[src/rtl/synth_cfg_if.sv]
// Handshake and config-byte bundle between a control source and synth_cfg_writer.
// The master drives words in; the slave (the writer) drives ready, status and the voice strobes.
interface synth_cfg_if;
  logic [14:0] word_in;
  logic        in_valid;
  logic        in_ready;
  logic [7:0]  cfg_out;
  logic [7:0]  cfg_en;
  logic        busy;

  modport master (
    output word_in, in_valid,
    input  in_ready, cfg_out, cfg_en, busy
  );

  modport slave (
    input  word_in, in_valid,
    output in_ready, cfg_out, cfg_en, busy
  );
endinterface

[src/rtl/synth_cfg_writer.sv]
// Serialises 15-bit voice config words into HI/LO byte writes on the voice config port,
// skipping bytes that a shadow of the last accepted word shows would not change anything.
module synth_cfg_writer #(
  parameter int unsigned HOLD_CYCLES    = 1,
  parameter int unsigned GAP_CYCLES     = 1,
  parameter bit          SKIP_UNCHANGED = 1'b1
) (
  input  logic        clk,
  input  logic        rst_n,
  synth_cfg_if.slave  bus
);

  typedef enum logic [1:0] {
    S_IDLE,
    S_HI,
    S_GAP,
    S_LO
  } state_t;

  localparam logic [14:0] SHADOW_RESET = 15'h0638;
  localparam logic [7:0]  HOLD_LOAD    = 8'(HOLD_CYCLES - 1);
  localparam logic [7:0]  GAP_LOAD     = (GAP_CYCLES == 0) ? 8'd0 : 8'(GAP_CYCLES - 1);
  localparam bit          HAS_GAP      = (GAP_CYCLES != 0);

  state_t      state_q, state_d;
  logic [7:0]  cnt_q, cnt_d;
  logic [14:0] shadow_q, shadow_d;
  logic        lo_pend_q, lo_pend_d;
  logic [7:0]  cfg_out_q, cfg_out_d;
  logic [1:0]  cfg_en_q, cfg_en_d;

  logic in_ready;
  logic accept;
  logic hi_need;
  logic lo_need;

  assign in_ready = (state_q == S_IDLE) && rst_n;
  assign accept   = bus.in_valid && in_ready;

  // Bit 7 travels in the HI byte, so the LO comparison only looks at bits 6:0.
  assign hi_need = !SKIP_UNCHANGED || (bus.word_in[14:7] != shadow_q[14:7]);
  assign lo_need = !SKIP_UNCHANGED || (bus.word_in[6:0]  != shadow_q[6:0]);

  // NOTE: every always_comb target is given its hold value first so no path can infer a latch.
  always_comb begin
    state_d   = state_q;
    cnt_d     = cnt_q;
    shadow_d  = shadow_q;
    lo_pend_d = lo_pend_q;
    cfg_out_d = cfg_out_q;
    cfg_en_d  = cfg_en_q;

    unique case (state_q)
      S_IDLE: begin
        if (accept) begin
          shadow_d  = bus.word_in;
          lo_pend_d = lo_need;
          if (hi_need) begin
            state_d   = S_HI;
            cfg_out_d = bus.word_in[14:7];
            cfg_en_d  = 2'b10;
            cnt_d     = HOLD_LOAD;
          end else if (lo_need) begin
            state_d   = S_LO;
            cfg_out_d = bus.word_in[7:0];
            cfg_en_d  = 2'b01;
            cnt_d     = HOLD_LOAD;
          end
        end
      end

      S_HI: begin
        if (cnt_q != 8'd0) begin
          cnt_d = cnt_q - 8'd1;
        end else if (!lo_pend_q) begin
          state_d  = S_IDLE;
          cfg_en_d = 2'b00;
        end else if (HAS_GAP) begin
          state_d  = S_GAP;
          cfg_en_d = 2'b00;
          cnt_d    = GAP_LOAD;
        end else begin
          state_d   = S_LO;
          cfg_out_d = shadow_q[7:0];
          cfg_en_d  = 2'b01;
          cnt_d     = HOLD_LOAD;
        end
      end

      S_GAP: begin
        if (cnt_q != 8'd0) begin
          cnt_d = cnt_q - 8'd1;
        end else begin
          state_d   = S_LO;
          cfg_out_d = shadow_q[7:0];
          cfg_en_d  = 2'b01;
          cnt_d     = HOLD_LOAD;
        end
      end

      S_LO: begin
        if (cnt_q != 8'd0) begin
          cnt_d = cnt_q - 8'd1;
        end else begin
          state_d  = S_IDLE;
          cfg_en_d = 2'b00;
        end
      end

      default: begin
        state_d  = S_IDLE;
        cfg_en_d = 2'b00;
        cnt_d    = 8'd0;
      end
    endcase
  end

  // NOTE: sequential state uses non-blocking assignments so every register samples pre-edge values.
  always_ff @(posedge clk or negedge rst_n) begin
    if (!rst_n) begin
      state_q   <= S_IDLE;
      cnt_q     <= 8'd0;
      shadow_q  <= SHADOW_RESET;
      lo_pend_q <= 1'b0;
      cfg_out_q <= 8'd0;
      cfg_en_q  <= 2'b00;
    end else begin
      state_q   <= state_d;
      cnt_q     <= cnt_d;
      shadow_q  <= shadow_d;
      lo_pend_q <= lo_pend_d;
      cfg_out_q <= cfg_out_d;
      cfg_en_q  <= cfg_en_d;
    end
  end

  assign bus.in_ready = in_ready;
  assign bus.busy     = (state_q != S_IDLE);
  assign bus.cfg_out  = cfg_out_q;
  assign bus.cfg_en   = {6'b000000, cfg_en_q};

endmodule

[src/flat_wrapper.sv]
// flat-port wrapper written by rule: the top's interface ports become plain ports
module synth_cfg_writer_flat 
#(
  parameter int unsigned HOLD_CYCLES    = 1,
  parameter int unsigned GAP_CYCLES     = 1,
  parameter bit          SKIP_UNCHANGED = 1'b1
)
  (clk, rst_n, bus_word_in, bus_in_valid, bus_in_ready, bus_cfg_out, bus_cfg_en, bus_busy);
  synth_cfg_if bus_i ();
  input  logic clk;
  input  logic rst_n;
  input wire logic [$bits(bus_i.word_in)-1:0] bus_word_in;
  input wire logic [$bits(bus_i.in_valid)-1:0] bus_in_valid;
  output wire logic [$bits(bus_i.in_ready)-1:0] bus_in_ready;
  output wire logic [$bits(bus_i.cfg_out)-1:0] bus_cfg_out;
  output wire logic [$bits(bus_i.cfg_en)-1:0] bus_cfg_en;
  output wire logic [$bits(bus_i.busy)-1:0] bus_busy;
  assign bus_i.word_in = bus_word_in;
  assign bus_i.in_valid = bus_in_valid;
  assign bus_in_ready = bus_i.in_ready;
  assign bus_cfg_out = bus_i.cfg_out;
  assign bus_cfg_en = bus_i.cfg_en;
  assign bus_busy = bus_i.busy;
  synth_cfg_writer #(.HOLD_CYCLES(HOLD_CYCLES), .GAP_CYCLES(GAP_CYCLES), .SKIP_UNCHANGED(SKIP_UNCHANGED)) u_core (.clk(clk), .rst_n(rst_n), .bus(bus_i));
endmodule
[config.mk]
export PLATFORM = sky130hd
export DESIGN_NAME = synth_cfg_writer_flat
export DESIGN_NICKNAME = d
export VERILOG_FILES = /design/src/rtl/synth_cfg_if.sv /design/src/rtl/synth_cfg_writer.sv /design/src/flat_wrapper.sv
export SDC_FILE = /design/constraint.sdc
export NUM_CORES = 1
export LEC_CHECK = 0
export CORE_ASPECT_RATIO = 1.25
export CORE_MARGIN = 3
export CORE_UTILIZATION = 43
export DETAILED_ROUTE_END_ITERATION = 6
export PLACE_DENSITY = 0.65
export SLEW_MARGIN = 20
export SYNTH_ARGS = -nofsm -noshare
export SYNTH_HDL_FRONTEND = slang
export SYNTH_SLANG_ARGS = --single-unit
[constraint.sdc]
create_clock -name clk -period 2.7 [get_ports clk]
set_input_delay 0.27 -clock clk [delete_from_list [all_inputs] [get_ports clk]]
set_output_delay 0.27 -clock clk [all_outputs]
set_load 0.02 [all_outputs]
==> Word level (Yosys, flattened, before mapping) <==
Cells that the tools add are included.
{ "op_classes": {"add_sub_neg": 1, "n_eq_ne": 13, "mux": 26, "n_reduce_logical": 12} }
{ "op_table": {"columns": ["op", "count"], "rows": [
  ["2-to-1 mux 8 bit", 11],
  ["case mux 8 bit (4 select lines)", 1],
  ["2-to-1 mux 2 bit", 11],
  ["case mux 8 bit (2 select lines)", 1],
  ["AND reduction 4 bit", 3],
  ["inequality test 2 bit (second input constant)", 4],
  ["inequality test 8 bit", 1],
  ["case mux 2 bit (4 select lines)", 1],
  ["nonzero test 8 bit", 1],
  ["subtractor 8 x 1 -> 8 bit (second input constant)", 1],
  ["inequality test 7 bit", 1],
  ["inequality test 3 x 1 -> 1 bit (second input constant)", 2],
  ["case mux 2 bit (3 select lines)", 1],
  ["AND reduction 5 bit", 1],
  ["equality test 2 bit (second input constant)", 2],
  ["inequality test 2 x 1 -> 1 bit (second input constant)", 2],
  ["nonzero test 2 bit", 2],
  ["equality test 2 x 1 -> 1 bit (second input constant)", 1],
  ["logical AND 1 bit", 2],
  ["logical NOT 2 bit", 1],
  ["AND reduction 2 bit", 1],
  ["OR reduction 2 bit", 1]
]} }
{ "word_totals": {"reg_bits": 36, "inputBits": 18, "wordCells": 58} }

==> Longest topological paths before layout <==
{ "depth": {"depth_word": 5, "depth_mapped": 7} }

==> Worst setup path before layout <==
OpenSTA, ideal clock, no wires.
{ "synth_timing": {"path_kind": "register to register", "from": "register u_core.state_q[0]", "to": "register u_core.cfg_en_q[0]", "arrival_ns": 1.752, "required_ns": 2.575, "slack_ns": 0.823, "stages_incl_launch_ff": 8, "path_buffers": 1, "path_cell_list": "dfrtp_1 -> inv_1 -> ha_1 -> and4_4 -> and4_1 -> buf_6 -> nor3_4 -> mux2_2"} }
{ "synth_between": {"elab_chain_len": 5} }
{ "synth_lines": {"columns": ["element", "line_no", "rtl"], "rows": [
  ["start, declared", "synth_cfg_writer.sv:25", "state_t state_q, state_d;"],
  ["start signal, assigned", "synth_cfg_writer.sv:128", "state_q <= state_d;"],
  ["logical NOT 2 bit", "synth_cfg_writer.sv:37, synth_cfg_writer.sv:53", null],
  ["logical AND 1 bit", "synth_cfg_writer.sv:37", "assign in_ready = (state_q == S_IDLE) && rst_n;"],
  ["logical AND 1 bit", "synth_cfg_writer.sv:38", "assign accept = bus.in_valid && in_ready;"],
  ["inequality test 2 x 1 -> 1 bit (no source line)", null, null],
  ["AND reduction 4 bit (no source line)", null, null],
  ["end signal, assigned", "synth_cfg_writer.sv:133", "cfg_en_q <= cfg_en_d;"],
  ["end, declared", "synth_cfg_writer.sv:30", "logic [1:0] cfg_en_q, cfg_en_d;"]
]} }
Parallel ways exist; a longest one is shown, timed or not.
A chain may end at the register's enable or synchronous reset.

==> Final worst setup path <==
{ "layout_timing": {"from": "register u_core.state_q[1]", "to": "output port bus_in_ready"} }
{ "layout_between": {"elab_chain_len": 2} }
{ "layout_lines": {"columns": ["element", "line_no", "rtl"], "rows": [
  ["logical NOT 2 bit", "synth_cfg_writer.sv:37", null],
  ["logical AND 1 bit", "synth_cfg_writer.sv:37", null],
  ["end, declared", "flat_wrapper.sv:14", "output wire logic [$bits(bus_i.in_ready)-1:0] bus_in_ready;"]
]} }
No other way between the ends.

==> metrics.md <==
| Metric | Value |
|---|---|
| Postcts setup bufs | 0 |
| Gate count of the mapped netlist | around 210 |
| Clock latency on the worst-skew pair | 0.28 ns |
| Ys flop type | dfrtp_1 |
| H-tree Lvls | 2 |
| GR Util met1 | 18.0% |
| CTS tree | yes |
| Max Clk Rate | 457 MHz |
| Largest net degree at the start of global routing | 37 |
| Top cells by area, synth | dfrtp_1 36%, mux2_2 13%, dfstp_2 6.1%, xnor2_1 4.5%, o21ai_0 4.4% |
| Hold Vio Cnt, Final | 0 |
| Die Footprint | 0.00589 sq mm |
| Synth Cell Area | 0.00215 sq mm |
| CTS root buf | clkbuf_8 |
| Cell family with most CP delay | buffers and inverters |
| DIE HEIGHT | 85.0 microns |
| Total CTS buffers | 5 |
| Clk buf depth | 2 |
| Post-synthesis simple-gate area fraction | 16.1% |
| Commonest cells in the netlist | 31 x dfrtp_1, 25 x mux2_2, 19 x o21ai_0 |
| Sequential area share after synthesis | 42.2% |
| Net Sw Frac | 40.0% |
| Mux share of post-synthesis cell area | 14.0% |
| Routed wire per std cell | roughly 15 microns |
| Area Overhead vs Synth | 20.3% |
| CP Buf/Inv Count | 2 |
| Busiest grt layer | met2 |
| Setup TNS | 0 ns |
| Clock power frac | 13.3% |
| Avg Inst Size Synth | 10.3 sq um |
| Outcome | complete, no violations |
| Slowest library cell on the worst path | clkdlybuf4s50_1 |
| Total global routing overflow | 0 |
| Port Buffer Count | 29 |
| Hpwl dp | roughly 3300 microns |
| Vias | 1,665 |
| Die X | between 60 and 70 microns |
| Drc violations | 0 |
| Min-Delay Path Class | in2async |
| Clock sink total | 36 |
| Power Density | 1140 mW/mm^2 |
| Setup CP Type | reg2out |
| Post-synth top area share | 36.1% |
| CP cell instances | inv_1 -> ha_1 -> and2_1 -> clkdlybuf4s50_1 |
| Layout net count | 267 |
| Vias per cell | 5.48 |
| Clock slew at reported path FFs | 0.07 ns |
| Initial Util | 45.1% |
| Lkg Pwr | between 1 and 1.5 nW |
| Sequential power share | 33.6% |
| Synth Area in Adders | 3.49% |
| Comb power frac | 53.1% |
| Synth cell types | 39 |
| DR pass1 iterations | 4 |
| Final setup violation count | 0 |
| Gp weighted congestion | about 0.9 |
| First-pass GRT wire length | about 7600 microns |
| Sw Pwr | between 1 and 1.5 mW |
| Synth Area in XOR/XNOR | 6.12% |
| Post-synth EDFFs | 0 |
| Crit start category | flop |
| Core box area | 0.00476 sq mm |
| GRT Overall Usage | 16.0% |
| Arrival @ worst endpoint | 1.92 ns |
| CP required | 2.43 ns |
| Initial antenna violation count | 0 |
| Worst setup EP type | output pin |
| Final min period | 2.19 ns |
| Post-CTS Resized | 0 |
| Worst-Margin Slew | 0.616 ns |
| Peak supply drop | 0.492 mV |
| Tcrit/Tclk final | 81.0% |
| Max-slew violation count | 0 |
| Flops & latches, synth | 36 |
| Crit path max fanout | 6 |
| Internal power | 1.77 mW |
| Crit-path max cell delay | 0.61 ns |
| Post-synthesis compound-gate area fraction | 13.0% |
| Largest family of logic cells by synthesized area | simple AND/OR/NAND/NOR gates |
| Unrepaired setup endpoints after global routing | no |
| Max-cap viol count | 0 |
| Yosys Warn Count | 0 |
| DRT iter0 DRCs | 132 |
| Most common cell in the netlist | dfrtp_1 |
| Largest area contributor in the netlist | dfrtp_1 |
| Post-route ant nets | 0 |
| Async S/R FF share, synth | 100% |
| Final clock skew | 0.00639 ns |
| GR Layer Usage met2 | slightly below 30% |
| Final WL | 4430 microns |
| Max-Slew Margin vs Limit | 58.9% |
| CTS Hold Bufs | 0 |
| Total power | 2.96 mW |
| M3 GR Usage | 3.44% |
| Share of cells above drive strength 1 | about a fifth |
| Vias in the first global route | 1,664 |
| Row count | 28 |
| Diodes inserted | 0 |
| IO Count | 36 |
[final timing paths]
path                                       startpoint               endpoint  slack [ns]  cells past startpoint
worst max-delay path                u_core.state_q[1]           bus_in_ready        0.51                      4
worst min-delay path                            rst_n        u_core.cnt_q[2]        0.06                      2
worst max register to register        u_core.cnt_q[0]  u_core.bus.cfg_out[5]        0.69                      7
worst min register to register  u_core.bus.cfg_out[0]  u_core.bus.cfg_out[0]        0.51                      1
max in group asynchronous                       rst_n     u_core.shadow_q[5]        2.28                      2
min in group clk                u_core.bus.cfg_out[0]  u_core.bus.cfg_out[0]        0.51                      1
[flip-flops by register name, indices dropped and copies added (netlist names)]
signal	cells
u_core.bus.cfg_out	8
u_core.cfg_en_q	2
u_core.cnt_q	8
u_core.lo_pend_q	1
u_core.shadow_q	15
u_core.state_q	2
[layout by cell type, fill, tap and decap left out, types with 7 or more instances in the layout]
cell and instances:
nand3_1 13, clkdlybuf4s50_1 28, o21ai_0 19, o31ai_1 7, inv_1 7, a21oi_1 8
xnor2_1 11, dfrtp_1 31, mux2_2 25, a31oi_1 8, nor2_1 16
[per-stage QoR]
stage	utilization, %	instances	hold slack [ns]	cell area [sq um]	setup WS [ns]
after global placement	52.3	296	0.397	2490	0.526
final	54.2	304	0.0623	2580	0.513
after floorplan	-	213	-0.0256	2170	0.823
after global routing	54.2	304	0.109	2580	0.390
after CTS	54.2	304	0.0860	2580	0.472
after detailed placement	52.3	296	0.399	2490	0.487
[routing by layer]
| metal | wire (microns) | vias to the layer above |
|---|---|---|
| li1 | - | 814 |
| met1 | 1800 | 806 |
| met2 | 2360 | 37 |
| met3 | 186 | 8 |
| met4 | 73 | 0 |
| met5 | 0 | - |
[cell type report]
type / count / area, sq um
Fill cell: 461 / 2180
Multi-Input combinational cell: 158 / 1150
Sequential cell: 36 / 907
Timing Repair Buffer: 34 / 323
Clock buffer: 7 / 86.3
Tap cell: 60 / 75.1
Inverter: 8 / 30.0
Clock inverter: 1 / 7.51
[cells by family after synthesis]
kind of cell	Yosys count
AND/OR/NAND/NOR	57
AO/OA/AOI/OAI	47
flip-flops	36
multiplexers	27
buffers and inverters	19
XOR/XNOR	15
adder cells (fa/ha/maj)	6
other	1
[power groups by stage]
stage                     clock [mW]  combinational (mW)  sequential [mW]
after floorplan                    0                1.05             1.06
after global placement             0                1.56            0.997
after detailed placement           0                1.57             1.00
after CTS                      0.413                1.58            0.993
after global routing           0.428                1.73             1.03
final                          0.394                1.57            0.993
Power figures use the tool's default switching activity.
==> RTL edit, RTL diff (same flow settings) <==
Encoding of `state_t`: now Gray code (2 bits for 4 states).
--- a/src/rtl/synth_cfg_writer.sv
+++ b/src/rtl/synth_cfg_writer.sv
@@ -11,10 +11,10 @@
 );
 
   typedef enum logic [1:0] {
-    S_IDLE,
-    S_HI,
-    S_GAP,
-    S_LO
+    S_IDLE = 2'b00,
+    S_HI   = 2'b01,
+    S_GAP  = 2'b11,
+    S_LO   = 2'b10
   } state_t;
 
   localparam logic [14:0] SHADOW_RESET = 15'h0638;
Behaviour: same outputs for any inputs over 10 cycles, from zero or initial values and one cycle with rst_n low; not proved beyond that.
==> RTL edit against the original RTL <==
  * Register-to-register slack worse by 300 ps
  * Setup slack worse by 120 ps
  * Hold slack worse by 27 ps
  * Routed wire length is 9.7% lower
  * Clock skew is 2.3 ps lower
  * Design area is 0.24% lower
  * Via count is 8.3% lower
  * Area after synthesis is 0.58% lower
  * Total power is 6.5% higher
  * Sequential share of layout area is 0.085 points higher
  * Sequential cell count stayed put
  * Critical path depth is 4 higher
  * Fmax is 5.2% lower
  * Critical path type is now reg -> reg
  * Largest cell class unchanged
  * Largest power group unchanged
==> RTL edit: results <==
export IMPL_grt_use_met3=0.0383
export IMPL_maximum_vdd_drop_uv=570
export IMPL_gr_usage_met2=0.254
export IMPL_area_taken_by_multi_input_logic_gates_sq_um=1160
export IMPL_p_leak_uw=0.00108
export IMPL_p_per_area_nw_per_um2=1220
export IMPL_met2RoutedLength_mm=1.99
export IMPL_area_share_nonclk_buffers=0.117
export IMPL_post_synth_xor_area_fraction=0.0615
export IMPL_setup_worst_path_end_class="register"
export IMPL_critical_path_max_stage_delay_ps=520
export IMPL_critical_path_slowest_cell="sky130_fd_sc_hd__or4b_4"
export IMPL_count_of_cell_types_in_the_netlist=36
export IMPL_drive_above_1_share=0.215
export IMPL_largest_cells_by_area_after_synthesis="sky130_fd_sc_hd__dfrtp_1 (36%), sky130_fd_sc_hd__mux2_2 (9.0%), sky130_fd_sc_hd__dfstp_2 (6.2%)"
export IMPL_pwr_share_seq=0.324
export IMPL_synthAdderAreaFrac=0.0351
export IMPL_detailroute_wirelength_met3_um=164
export IMPL_grt_first_pass_wirelength_mm=6.98
export IMPL_met1_track_demand_over_resource_in_global_routing=0.175
export IMPL_aggregate_global_route_resource_usage=0.148
export IMPL_power_combinational_uw=1660
export IMPL_multi_input_comb_cells=151
export IMPL_fin_worst_skew_ps=4.09
export IMPL_finalWeightedCongestion=0.825
export IMPL_final_nets=256
export IMPL_compound_cell_area_share_of_the_yosys_netlist=0.105
export IMPL_drt_initial_drc_count=64
export IMPL_run_status="finished clean"
export IMPL_critPathTopFamily="simple AND/OR/NAND/NOR gates"
export IMPL_clock_buffers=6
export IMPL_wire_length_reported_by_the_detailed_router_mm=4.00
export IMPL_final_fill_count=442
export IMPL_via_count=1526
export IMPL_worstMarginPinSlew_ps=774
export IMPL_cp_arrival_ps=2480
export IMPL_post_dp_hpwl_mm=3.02
export IMPL_n_all_inverters=7
export IMPL_crit_reg2reg_capture="u_core.bus.cfg_out[2]$_DFFE_PN0P_"
export IMPL_nFlopsAndLatches=36
==> RTL edit: changes by cell type in the layout (fill, tap and decap cells not counted), moves of 3 or more <==
cell                      delta
sky130_fd_sc_hd__nand3_1    -11
sky130_fd_sc_hd__a31oi_1     -6
sky130_fd_sc_hd__xor2_1      -4
sky130_fd_sc_hd__mux2_4      +8
sky130_fd_sc_hd__a21oi_1     -4
sky130_fd_sc_hd__mux2_2      -8
sky130_fd_sc_hd__mux2i_1     +9
sky130_fd_sc_hd__and4_1      -3
sky130_fd_sc_hd__nand2_1    +10
sky130_fd_sc_hd__o31ai_1     -5
sky130_fd_sc_hd__xnor2_1     +4
sky130_fd_sc_hd__buf_4       -3
==> RTL edit: through the flow <==
stage	cells	total power, uW	setup WS (ps)
after floorplan	204	2250	601
after global placement	285	2680	252
after detailed placement	285	2710	239
after CTS	293	3180	387
after global routing	293	3410	253
final	293	3150	393
